--- src/rtl/aes_pkcs7_pad.sv ---
// AXIS PKCS#7 padder in front of the AES-128 ECB core: key beats pass verbatim, plaintext is padded to 16-byte blocks.
// Define AES_PKCS7_ERR_EN to add the sticky Err output for malformed tlast/tkeep framing.
module aes_pkcs7_pad #(
    parameter int AXIS_WIDTH = 32
) (
    input  logic                    Clk,
    input  logic                    Rst,
    input  logic [AXIS_WIDTH-1:0]   S_axis_tdata,
    input  logic [AXIS_WIDTH/8-1:0] S_axis_tkeep,
    input  logic                    S_axis_tvalid,
    output logic                    S_axis_tready,
    input  logic                    S_axis_tlast,
    output logic [AXIS_WIDTH-1:0]   M_axis_tdata,
    output logic [AXIS_WIDTH/8-1:0] M_axis_tkeep,
    output logic                    M_axis_tvalid,
    input  logic                    M_axis_tready,
    output logic                    M_axis_tlast
`ifdef AES_PKCS7_ERR_EN
    ,
    output logic                    Err
`endif
);

    localparam int BYTES       = AXIS_WIDTH / 8;
    localparam int BLOCK_BEATS = 128 / AXIS_WIDTH;
    localparam int CNT_W       = (BLOCK_BEATS > 1) ? $clog2(BLOCK_BEATS) : 1;
    localparam int PAD_W       = $clog2(BLOCK_BEATS + 1);

    typedef enum logic [1:0] {
        ST_KEY  = 2'd0,
        ST_DATA = 2'd1,
        ST_PAD  = 2'd2
    } state_t;

    function automatic logic [4:0] popcount(input logic [BYTES-1:0] keep);
        logic [4:0] cnt;
        cnt = '0;
        for (int i = 0; i < BYTES; i++) begin
            cnt = cnt + {4'd0, keep[i]};
        end
        return cnt;
    endfunction

    // Pad value from the byte position inside the current 16-byte block; a block-aligned end yields 16.
    function automatic logic [4:0] pad_value(input logic [CNT_W-1:0] cnt, input logic [4:0] n);
        logic [4:0] pos;
        pos = 5'((int'(cnt) * BYTES + int'(n)) % 16);
        return 5'd16 - pos;
    endfunction

    function automatic logic [AXIS_WIDTH-1:0] pad_beat(input logic [AXIS_WIDTH-1:0] data,
                                                       input logic [4:0]            n,
                                                       input logic [4:0]            p);
        logic [AXIS_WIDTH-1:0] res;
        res = data;
        for (int i = 0; i < BYTES; i++) begin
            if (5'(i) >= n) begin
                res[8*i +: 8] = {3'b000, p};
            end
        end
        return res;
    endfunction

    state_t                state, state_nxt;
    logic [CNT_W-1:0]      key_cnt;
    logic [CNT_W-1:0]      beat_cnt;
    logic [PAD_W-1:0]      pad_cnt;
    logic [4:0]            pad_p;

    logic                  out_ready;
    logic                  s_xfer;
    logic                  load;
    logic [4:0]            n_in;
    logic [4:0]            p_in;
    logic                  full_beat;
    logic                  last_in_blk;
    logic                  close_blk;
    logic [AXIS_WIDTH-1:0] data_nxt;
    logic                  last_nxt;

    logic                  vld_p1;
    logic                  last_p1;
    logic [AXIS_WIDTH-1:0] data_p1;

    always_ff @(posedge Clk) begin
        if (Rst) begin
            state <= ST_KEY;
        end else begin
            state <= state_nxt;
        end
    end

    always_comb begin
        state_nxt = state;
        case (state)
            ST_KEY: begin
                if (s_xfer && key_cnt == '0) begin
                    state_nxt = ST_DATA;
                end
            end
            ST_DATA: begin
                if (s_xfer && S_axis_tlast) begin
                    state_nxt = close_blk ? ST_KEY : ST_PAD;
                end
            end
            ST_PAD: begin
                if (out_ready && pad_cnt == PAD_W'(1)) begin
                    state_nxt = ST_KEY;
                end
            end
            default: state_nxt = ST_KEY;
        endcase
    end

    // A short last beat in the final block slot closes the block itself; anything else needs pad beats.
    always_comb begin
        out_ready     = ~vld_p1 | M_axis_tready;
        S_axis_tready = (state != ST_PAD) & out_ready;
        s_xfer        = S_axis_tvalid & S_axis_tready;
        n_in          = popcount(S_axis_tkeep);
        p_in          = pad_value(beat_cnt, n_in);
        full_beat     = (n_in == 5'(BYTES));
        last_in_blk   = (beat_cnt == CNT_W'(BLOCK_BEATS - 1));
        close_blk     = ~full_beat & last_in_blk;
        load          = out_ready & (s_xfer | (state == ST_PAD));
        data_nxt      = S_axis_tdata;
        last_nxt      = 1'b0;
        case (state)
            ST_DATA: begin
                if (S_axis_tlast) begin
                    data_nxt = pad_beat(S_axis_tdata, n_in, p_in);
                    last_nxt = close_blk;
                end
            end
            ST_PAD: begin
                data_nxt = {BYTES{{3'b000, pad_p}}};
                last_nxt = (pad_cnt == PAD_W'(1));
            end
            default: ;
        endcase
    end

    always_ff @(posedge Clk) begin
        if (Rst) begin
            key_cnt  <= CNT_W'(BLOCK_BEATS - 1);
            beat_cnt <= '0;
            pad_cnt  <= '0;
            pad_p    <= '0;
        end else begin
            case (state)
                ST_KEY: begin
                    if (s_xfer) begin
                        if (key_cnt == '0) begin
                            beat_cnt <= '0;
                        end else begin
                            key_cnt <= key_cnt - 1'b1;
                        end
                    end
                end
                ST_DATA: begin
                    if (s_xfer) begin
                        if (S_axis_tlast) begin
                            key_cnt <= CNT_W'(BLOCK_BEATS - 1);
                            pad_p   <= p_in;
                            if (full_beat && last_in_blk) begin
                                pad_cnt <= PAD_W'(BLOCK_BEATS);
                            end else begin
                                pad_cnt <= PAD_W'(BLOCK_BEATS - 1 - int'(beat_cnt));
                            end
                        end else if (last_in_blk) begin
                            beat_cnt <= '0;
                        end else begin
                            beat_cnt <= beat_cnt + 1'b1;
                        end
                    end
                end
                ST_PAD: begin
                    if (out_ready) begin
                        pad_cnt <= pad_cnt - 1'b1;
                    end
                end
                default: ;
            endcase
        end
    end

    // ---- stage p1: output register toward the cipher core ----
    always_ff @(posedge Clk) begin
        if (Rst) begin
            vld_p1  <= 1'b0;
            last_p1 <= 1'b0;
            data_p1 <= '0;
        end else if (load) begin
            vld_p1  <= 1'b1;
            last_p1 <= last_nxt;
            data_p1 <= data_nxt;
        end else if (M_axis_tready) begin
            vld_p1  <= 1'b0;
        end
    end

    assign M_axis_tvalid = vld_p1;
    assign M_axis_tdata  = data_p1;
    assign M_axis_tlast  = last_p1;
    assign M_axis_tkeep  = {BYTES{vld_p1}};

`ifdef AES_PKCS7_ERR_EN
    function automatic logic keep_contig(input logic [BYTES-1:0] keep);
        return ((keep & (keep + BYTES'(1))) == '0);
    endfunction

    logic err_hit;

    always_comb begin
        err_hit = 1'b0;
        if (s_xfer) begin
            case (state)
                ST_KEY:  err_hit = S_axis_tlast;
                ST_DATA: err_hit = S_axis_tlast ? ~keep_contig(S_axis_tkeep)
                                                : (S_axis_tkeep != '1);
                default: err_hit = 1'b0;
            endcase
        end
    end

    always_ff @(posedge Clk) begin
        if (Rst) begin
            Err <= 1'b0;
        end else if (err_hit) begin
            Err <= 1'b1;
        end
    end
`endif

endmodule

--- config.mk ---
export PLATFORM = sky130hd
export DESIGN_NAME = aes_pkcs7_pad
export DESIGN_NICKNAME = d
export VERILOG_FILES = /design/src/rtl/aes_pkcs7_pad.sv
export SDC_FILE = /design/constraint.sdc
export NUM_CORES = 1
export LEC_CHECK = 0
export CORE_ASPECT_RATIO = 1.5
export CORE_MARGIN = 2
export CORE_UTILIZATION = 50
export DETAILED_ROUTE_END_ITERATION = 7
export PLACE_DENSITY_LB_ADDON = 0.2
export RECOVER_POWER = 100
export SLEW_MARGIN = 20
export SYNTH_ARGS = -nofsm -noshare
export SYNTH_HDL_FRONTEND = slang
export SYNTH_SLANG_ARGS = --single-unit
--- constraint.sdc ---
create_clock -name Clk -period 5.3 [get_ports Clk]
set_input_delay 0.53 -clock Clk [delete_from_list [all_inputs] [get_ports Clk]]
set_output_delay 0.53 -clock Clk [all_outputs]
set_load 0.05 [all_outputs]
==> results_dict.tcl, run 1 <==
set metrics [dict create \
    cts_setup_buffers 0 \
    async_flop_share_pct 0 \
    crit_slowest_cell "sky130_fd_sc_hd__a211oi_1" \
    synthesis_stage_register_bit_count 48 \
    core_area_mm2 0.00504 \
    run_status "completed" \
    avgSynthCellArea_um2 8.28 \
    cts_root_buffer "sky130_fd_sc_hd__clkbuf_8" \
    syn_inst 312 \
    cellPowerDensity_mw_per_mm2 291 \
    io_buffer_count 79 \
    worst_path_most_repeated_cell "sky130_fd_sc_hd__fa_1" \
    hold_class "register to register" \
    dr.pass1.iters 4 \
    post_synth_and_or_nand_nor_area_fraction_pct 20.4 \
    synth_fa_ha_area_share_pct 7.36 \
    syn_nets 367 \
    synthesis.area_mm2 0.00258 \
    number_of_standard_cell_rows_in_the_floorplan 32 \
    final.setup.tns_ps 0 \
    clk-insertion-delay-late_ps 310 \
    synth.yosys.seq_area_share_pct 37.2 \
    post_synth_mux_area_share_pct 2.32 \
    synth_compound_area_share_pct 25.2 \
    floorplan.initialDensity_pct 51.2 \
    die-height_um 92.0 \
    min_from "M_axis_tdata[30]$_SDFFE_PP0P_" \
    first_global_vias 2356 \
    crit_path_max_fanout 8 \
    cp-startpoint "S_axis_tkeep[0]" \
    unrepaired_setup_endpoints_after_global_routing "false" \
    synthesis.yosys.warnings 0 \
    cp.arrival_ps 3880 \
    drt-wirelength-per-cell_um 15.0 \
    slowest_stage_delay_cp_ps 800 \
    antenna-diode-count 0 \
    remaining_drc_errors 0 \
    cells_along_the_critical_path "dlygate4sd3_1, fa_1, ha_1, inv_1, fa_1, a21bo_2, a211oi_1, a22oi_1, o22ai_1" \
    grt_max_degree 40 \
    maxSlewViolCount 0 \
    max-vdd-ir-drop_v 0.000149 \
    area_of_the_die_mm2 0.00577 \
    via_count 2530 \
    yosysUniqueCellTypes 48 \
    slew-limit-headroom_pct 25.6 \
    yosys-top-cells-area "sky130_fd_sc_hd__dfxtp_1, sky130_fd_sc_hd__ha_1, sky130_fd_sc_hd__a22oi_1" \
    viasPerCell 5.66 \
    synth_top_area_cell "sky130_fd_sc_hd__dfxtp_1" \
    drt_wl_total_mm 6.70 \
    layout_commonest_cell "sky130_fd_sc_hd__dfxtp_1" \
    max_clock_freq_mhz 274 \
    clkSinkCount 48 \
    synth_top_family_by_area "compound AO/OA/AOI/OAI gates" \
    leakage_power_uw 0.00137 \
    place.detailed.hpwl_mm 4.90 \
    timing.clock.skew_ps 5.83 \
    syn_to_final_growth_pct 32.8 \
    grt_pass1_wl_mm 11.3 \
    drt-initial-drc-count 167 \
    setup_viol 0 \
    drv_cap 0 \
    route.antenna.remaining_nets 0 \
    final_cycle_share_pct 68.8 \
    required_ps 5530 \
    nFillCells 454 \
    drive_above_1_share_pct 4.75 \
    synth_xor_xnor_area_share_pct 1.02 \
    worst_r2r_startpoint "state[0]$_SDFFE_PP0P_" \
    final_cell_mix "sky130_fd_sc_hd__dfxtp_1, sky130_fd_sc_hd__dlygate4sd3_1, sky130_fd_sc_hd__clkdlybuf4s50_1" \
    ctsHtreeMaxLevel 2 \
    cts_buffer_depth 2 \
    hold_violations 0 \
    synth_edf_count 0 \
    die_width_um 62.7 \
    cts_buf_count 5 \
    worst_setup_path_start_kind "input port" \
    postCtsResizedCells 0 \
    critPathKind "input port to register" \
    boundaryPins 80 \
    antenna_violations_before_repair 0 \
    hold_buffers 0 \
    tritoncts "yes" \
    period_minus_slack_ps 3650 \
    timing_worst_slew_pin_value_ps 1110 \
    clkTransAtPathRegs_ps 100 \
    critical_path.endpoint_type "register" \
    post-route-cell-area_mm2 0.00343 \
    yosys.area.top_type_share_pct 37.2 \
    ys.flop_type "sky130_fd_sc_hd__dfxtp_1" \
    layout_net_count 433 \
    place_area_mm2 0.00337 \
    grtUsageTotal_pct 24.3 \
    gpl.final_weighted_congestion 0.861 \
    gr-total-overflow 0 \
    whs_ps 451 \
]
## final timing paths
kind | end | slack (ps) | depth (start not counted)
setup / recovery | M_axis_tdata[16]$_SDFFE_PP0P_ | 1650 | 9
hold / removal | M_axis_tdata[30]$_SDFFE_PP0P_ | 450 | 2
setup reg to reg | M_axis_tdata[11]$_SDFFE_PP0P_ | 2340 | 7
hold reg to reg | M_axis_tdata[30]$_SDFFE_PP0P_ | 450 | 2
## state kept, by name, summed over array words and instances (netlist names)
signal,cells
M_axis_tdata,32
M_axis_tlast,1
beat_cnt,2
pad_p,5
pad_cnt,3
M_axis_tvalid,1
state,2
key_cnt,2
## logic make-up (layout without fill, tap and decap cells)
group | after synthesis | in the layout
DFF | 48 | 48
muxes | 6 | 6
buffers and inverters | 38 | 105
adders and majority gates | 14 | 14
and+or+nand+nor | 105 | 105
xor gates and xnor gates | 3 | 3
AOI/OAI and AO/OA | 98 | 98
## layer usage
metal	wire (µm)	global-route usage [%]	up-vias
li1	-	-	1249
met3	290	3.68	10
met5	0	0	-
met1	2730	29.7	1197
met4	102	8.89	0
met2	3580	42.8	74
## worst max-delay path: cells and delay by family
family / cells / cell delay [ps]
buf+inv: 2 / 670
fa+ha+maj: 3 / 1290
compound gates: 4 / 1390
## where the power goes
part	internal (µW)	switching [µW]
registers	391	15.3
logic	126	228
clock network	106	132
total	623	376
## cells in the mapped netlist, types with 3 or more instances
master	count
sky130_fd_sc_hd__o22ai_1	9
sky130_fd_sc_hd__ha_1	12
sky130_fd_sc_hd__nand3_1	22
sky130_fd_sc_hd__mux2i_1	6
sky130_fd_sc_hd__o21ai_1	3
sky130_fd_sc_hd__nor2_1	23
sky130_fd_sc_hd__nor3_1	3
sky130_fd_sc_hd__a22oi_1	17
sky130_fd_sc_hd__nand2_1	29
sky130_fd_sc_hd__dfxtp_1	48
sky130_fd_sc_hd__a21bo_2	3
sky130_fd_sc_hd__and3_1	3
sky130_fd_sc_hd__a31oi_1	7
sky130_fd_sc_hd__o21a_1	3
sky130_fd_sc_hd__buf_2	9
sky130_fd_sc_hd__o21ai_0	18
sky130_fd_sc_hd__a21oi_1	20
sky130_fd_sc_hd__buf_4	4
sky130_fd_sc_hd__clkbuf_1	10
sky130_fd_sc_hd__nand4_1	3
sky130_fd_sc_hd__nand2b_1	7
sky130_fd_sc_hd__inv_1	14
sky130_fd_sc_hd__a21boi_0	4
## cell type report
cell class	instances	area [µm²]	share of cell area [%]
Clock inverter	2	15.0	0.438
Timing Repair Buffer	82	810	23.6
Sequential cell	48	961	28.0
Tap cell	68	85.1	2.48
Clock buffer	6	82.6	2.41
Multi-Input combinational cell	226	1420	41.4
Inverter	15	56.3	1.64
## per-stage QoR
step	std cells	utilization [%]	total power (µW)	worst slack (ps)
floorplan	312	-	671	2550
finish	447	68.0	999	1650
detailed placement	439	66.8	787	1760
global placement	439	66.8	780	1850
CTS	447	68.7	1020	2090
global route	447	68.0	1050	1400
No activity file was read; power rests on OpenSTA's default activity.
==> run 2: changes to the inputs <==
--- a/config.mk
+++ b/config.mk
@@ -7,7 +7,7 @@
 export LEC_CHECK = 0
 export CORE_ASPECT_RATIO = 1.5
 export CORE_MARGIN = 2
-export CORE_UTILIZATION = 50
+export CORE_UTILIZATION = 42
 export DETAILED_ROUTE_END_ITERATION = 7
 export PLACE_DENSITY_LB_ADDON = 0.2
 export RECOVER_POWER = 100
==> constraint.sdc (replaced) <==
create_clock -name Clk -period 3.16 [get_ports Clk]
set_input_delay 0.316 -clock Clk [delete_from_list [all_inputs] [get_ports Clk]]
set_output_delay 0.316 -clock Clk [all_outputs]
set_load 0.05 [all_outputs]
==> results_dict.tcl, run 2 (synthesis gave the netlist of run 1 again) <==
set metrics [dict create \
    cp.arrival_ps 3070 \
    clk-insertion-delay-late_ps 310 \
    layout_commonest_cell "sky130_fd_sc_hd__dfxtp_1" \
    drt_wl_total_mm 6.89 \
    viasPerCell 5.41 \
    largest_reg_flops 32 \
    clkSinkCount 48 \
    worstHoldPathCells 2 \
    drive_above_1_share_pct 5.91 \
    place.detailed.hpwl_mm 5.08 \
    grtUsageTotal_pct 20.7 \
    final_cycle_share_pct 89.9 \
    die-height_um 100 \
    total_power_uw 1670 \
    period_minus_slack_ps 2840 \
    drt-wirelength-per-cell_um 14.9 \
    postCtsResizedCells 0 \
    unrepaired_setup_endpoints_after_global_routing "false" \
    cts_buf_count 5 \
    syn_to_final_growth_pct 35.3 \
    setup_slack_ps 318 \
    maxSlewViolCount 0 \
    cts_setup_buffers 0 \
    dr.pass1.iters 5 \
    ctsHtreeMaxLevel 2 \
    grt_pass1_wl_mm 10.8 \
    final.setup.tns_ps 0 \
    required_ps 3390 \
    slew-limit-headroom_pct 23.6 \
    cts_root_buffer "sky130_fd_sc_hd__clkbuf_8" \
    number_of_standard_cell_rows_in_the_floorplan 35 \
    first_global_vias 2329 \
    grt_max_degree 39 \
    floorplan.initialDensity_pct 42.8 \
    remaining_drc_errors 0 \
    hold_buffers 0 \
    max_clock_freq_mhz 352 \
    area_of_the_die_mm2 0.00681 \
    r2r_cells 6 \
    drt-initial-drc-count 161 \
    clkTransAtPathRegs_ps 90 \
    gpl.final_weighted_congestion 0.893 \
    setup_viol 0 \
    cts_buffer_depth 2 \
    hold_violations 0 \
    worst_setup_path_start_kind "input port" \
    crit_path_max_fanout 8 \
    critPathKind "input port to register" \
    cellPowerDensity_mw_per_mm2 478 \
    run_status "completed" \
    route.antenna.remaining_nets 0 \
    core_area_mm2 0.00604 \
    hold_class "register to register" \
    leakage_power_uw 0.00141 \
    via_count 2507 \
    max-vdd-ir-drop_v 0.000197 \
    gr-total-overflow 0 \
    antenna_violations_before_repair 0 \
    tritoncts "yes" \
    layout_net_count 443 \
    timing_worst_slew_pin_value_ps 1140 \
    antenna-diode-count 0 \
    timing.clock.skew_ps 9.65 \
    die_width_um 68.0 \
    nFillCells 562 \
    critical_path.endpoint_type "register" \
    io_buffer_count 79 \
    drv_cap 0 \
    final_cell_mix "sky130_fd_sc_hd__dfxtp_1, sky130_fd_sc_hd__dlygate4sd3_1, sky130_fd_sc_hd__clkdlybuf4s50_1" \
    boundaryPins 80 \
    post-place-ws_ps 129 \
]
==> run 2: cell types whose count changed in the layout (fill, tap and decap cells not counted), sizes merged <==
cell,delta
buf,+6
clkbuf,+3
clkinv,+3
clkinvlp,-2
==> run 2: final timing paths <==
check / end / slack [ps] / startpoint
worst min register to register: M_axis_tdata[31]$_SDFFE_PP0P_ / 450 / M_axis_tdata[31]$_SDFFE_PP0P_
worst max-delay path: M_axis_tdata[19]$_SDFFE_PP0P_ / 320 / S_axis_tkeep[0]
worst max register to register: pad_p[3]$_SDFFE_PP0P_ / 530 / state[1]$_SDFFE_PP0P_
worst min-delay path: M_axis_tdata[31]$_SDFFE_PP0P_ / 450 / M_axis_tdata[31]$_SDFFE_PP0P_
==> run 2: area by class of cell <==
cell class / instances / area (µm²) / area share (%)
flip-flops and latches: 48 / 961 / 27.5
clock inverters: 3 / 18.8 / 0.537
repair buffers: 92 / 870 / 24.9
clock buffers: 5 / 68.8 / 1.97
inverters: 15 / 56.3 / 1.61
multi-input cells: 226 / 1430 / 40.9
well taps: 74 / 92.6 / 2.65
==> run 2: where the power goes <==
part | total, µW | leakage [µW] | switching (µW) | internal, µW
Clock | 369 | 0.0000479 | 214 | 155
Combinational | 620 | 0.000965 | 391 | 229
Sequential | 682 | 0.000393 | 25.4 | 656
Total | 1670 | 0.00141 | 631 | 1040
==> run 2: metrics by stage <==
step                util [%]  std cells  hold slack (ps)  cell area (µm²)
finish                  57.8        463              451             3490
global route            57.8        463              481             3490
floorplan                  -        312              441             2580
CTS                     58.6        463              458             3540
detailed placement      57.1        455              447             3450
global placement        57.1        455              437             3450
==> run 2: per-layer routing <==
layer  GRT usage, %  vias up  share of wire, %
met5              0        -                 0
met4           8.62        0               2.4
met3           2.91       14               4.0
met2           34.8       54                51
met1           25.9     1166                43
li1               -     1273                 -
==> run 2: worst max-delay path: stages <==
cell                            delay (ps)
sky130_fd_sc_hd__dlygate4sd3_1         560
sky130_fd_sc_hd__fa_1                  490
sky130_fd_sc_hd__ha_1                  310
sky130_fd_sc_hd__inv_1                  90
sky130_fd_sc_hd__fa_1                  420
sky130_fd_sc_hd__a21bo_2               240
sky130_fd_sc_hd__a211oi_2              210
sky130_fd_sc_hd__buf_4                 180
sky130_fd_sc_hd__a22oi_1                70
sky130_fd_sc_hd__o22ai_1               180
==> run 3: changes to the inputs <==
--- a/config.mk
+++ b/config.mk
@@ -5,7 +5,8 @@
 export SDC_FILE = /design/constraint.sdc
 export NUM_CORES = 1
 export LEC_CHECK = 0
-export CORE_ASPECT_RATIO = 1.5
+export CAP_MARGIN = 5
+export CORE_ASPECT_RATIO = 0.8
 export CORE_MARGIN = 2
 export CORE_UTILIZATION = 42
 export DETAILED_ROUTE_END_ITERATION = 7
==> results_dict.tcl, run 3 (synthesis gave the netlist of run 1 again) <==
set metrics [dict create \
    grt_pass1_wl_mm 12.1 \
    timing.rr.end "key_cnt[0]$_SDFFE_PP1P_" \
    gr-total-overflow 0 \
    setup_slack_ps 313 \
    post-place-ws_ps 131 \
    layout_net_count 442 \
    r2r_slack_ps 620 \
    cts_root_buffer "sky130_fd_sc_hd__clkbuf_8" \
    cellPowerDensity_mw_per_mm2 484 \
    floorplan.initialDensity_pct 43.7 \
    max-vdd-ir-drop_v 0.000233 \
    core_area_mm2 0.00591 \
    power_switching_share_pct 37.3 \
    ctsHtreeMaxLevel 2 \
    worstSetupEndpoint "S_axis_tready" \
    tritoncts "yes" \
    postCtsResizedCells 0 \
    min_from "M_axis_tdata[29]$_SDFFE_PP0P_" \
    critical_path.endpoint_type "output pin" \
    worst_r2r_startpoint "state[0]$_SDFFE_PP0P_" \
    period_minus_slack_ps 2850 \
    grt_max_degree 39 \
    leakage_power_uw 0.00141 \
    syn_to_final_growth_pct 35.9 \
    r2r_cells 7 \
    cts_buffer_depth 2 \
    remaining_drc_errors 0 \
    via_count 2552 \
    worst_setup_path_start_kind "register" \
    cp.arrival_ps 2530 \
    hold_buffers 0 \
    number_of_standard_cell_rows_in_the_floorplan 25 \
    crit_path_max_fanout 23 \
    hold_violations 0 \
    viasPerCell 5.44 \
    antenna-diode-count 0 \
    clkSinkCount 48 \
    largest_reg_flops 32 \
    drt-initial-drc-count 178 \
    pwr-share-clk_pct 23.2 \
    final_cycle_share_pct 90.1 \
    drt-wirelength-per-cell_um 15.1 \
    run_status "completed" \
    cell_internal_pwr_uw 1060 \
    max_clock_freq_mhz 351 \
    required_ps 2840 \
    final.setup.tns_ps 0 \
    route.antenna.remaining_nets 0 \
    die-height_um 74.2 \
    setup_viol 0 \
    hold_class "register to register" \
    unrepaired_setup_endpoints_after_global_routing "false" \
    area_of_the_die_mm2 0.00680 \
    pwr-share-seq_pct 40.2 \
    drt_wl_total_mm 7.07 \
    io_buffer_count 79 \
    place.detailed.hpwl_mm 5.16 \
    timing_worst_slew_pin_value_ps 958 \
    cts_buf_count 5 \
    whs_ps 452 \
    drive_above_1_share_pct 6.44 \
    comb_power_share_pct 36.6 \
    total_switching_power_uw 634 \
    slowest_stage_delay_cp_ps 740 \
    antenna_violations_before_repair 0 \
    drv_cap 0 \
    dr.pass1.iters 4 \
    clkTransAtPathRegs_ps 90 \
    timing.clock.skew_ps 7.69 \
    crit_slowest_cell "sky130_fd_sc_hd__clkbuf_1" \
    gpl.final_weighted_congestion 0.842 \
    cp-startpoint "state[0]$_SDFFE_PP0P_" \
    maxSlewViolCount 0 \
    boundaryPins 80 \
    layout_commonest_cell "sky130_fd_sc_hd__dfxtp_1" \
    cells_along_the_critical_path "inv_1, ha_1, clkbuf_1, nor2_1, clkdlybuf4s50_1" \
    critPathKind "register to output pin" \
    slew-limit-headroom_pct 36.1 \
    first_global_vias 2544 \
    final_cell_mix "sky130_fd_sc_hd__dfxtp_1, sky130_fd_sc_hd__clkdlybuf4s50_1, sky130_fd_sc_hd__dlygate4sd3_1" \
    cts_setup_buffers 0 \
    die_width_um 91.7 \
    grtUsageTotal_pct 22.1 \
    clk-insertion-delay-late_ps 310 \
]
[run 3: through the flow]
step / instances / total power [µW] / area, µm² / utilization [%]
6_report: 469 / 1700 / 3510 / 59.4
5_1_grt: 469 / 1790 / 3510 / 59.4
4_1_cts: 469 / 1740 / 3550 / 60.1
3_5_place_dp: 461 / 1350 / 3450 / 58.4
3_3_place_gp: 461 / 1340 / 3450 / 58.4
2_1_floorplan: 312 / 1120 / 2580 / -
[run 3: power groups by stage]
| stage | clock network, µW | registers, µW | logic [µW] |
|---|---|---|---|
| after floorplan | 0 | 829 | 296 |
| after global placement | 0 | 698 | 644 |
| after detailed placement | 0 | 699 | 652 |
| after CTS | 402 | 686 | 654 |
| after global routing | 426 | 690 | 677 |
| final | 393 | 684 | 622 |
[run 3: critical path: cells and delay by family, from the launching register on]
family / cells / cell delay [ps]
buffers and inverters: 3 / 1550
DFF: 1 / 340
adders and majority gates: 1 / 210
and+or+nand+nor: 1 / 120
[run 3: area by class of cell]
cell class	instances	area, µm²
Clock buffer	6	82.6
Clock inverter	2	15.0
Fill cell	537	2400
Inverter	15	56.3
Multi-Input combinational cell	226	1420
Sequential cell	48	961
Tap cell	81	101
Timing Repair Buffer	91	873
[run 3: worst min-delay path by stage]
stage                                          to  depth (start not counted)  slack [ps]
CTS                 M_axis_tdata[29]$_SDFFE_PP0P_                          2         460
global route        M_axis_tdata[10]$_SDFFE_PP0P_                          2         500
finish              M_axis_tdata[29]$_SDFFE_PP0P_                          2         450
floorplan              M_axis_tvalid$_SDFFE_PP0P_                          2         440
global placement    M_axis_tdata[31]$_SDFFE_PP0P_                          2         440
detailed placement  M_axis_tdata[29]$_SDFFE_PP0P_                          2         450
[run 3: per-layer routing]
metal | part of all wire (%) | vias to the layer above | global-route usage (%)
li1 | - | 1275 | -
met2 | 44 | 82 | 35.7
met1 | 48 | 1186 | 29.7
met4 | 1.3 | 0 | 6.97
met3 | 6.7 | 9 | 5.27
met5 | 0 | - | 0
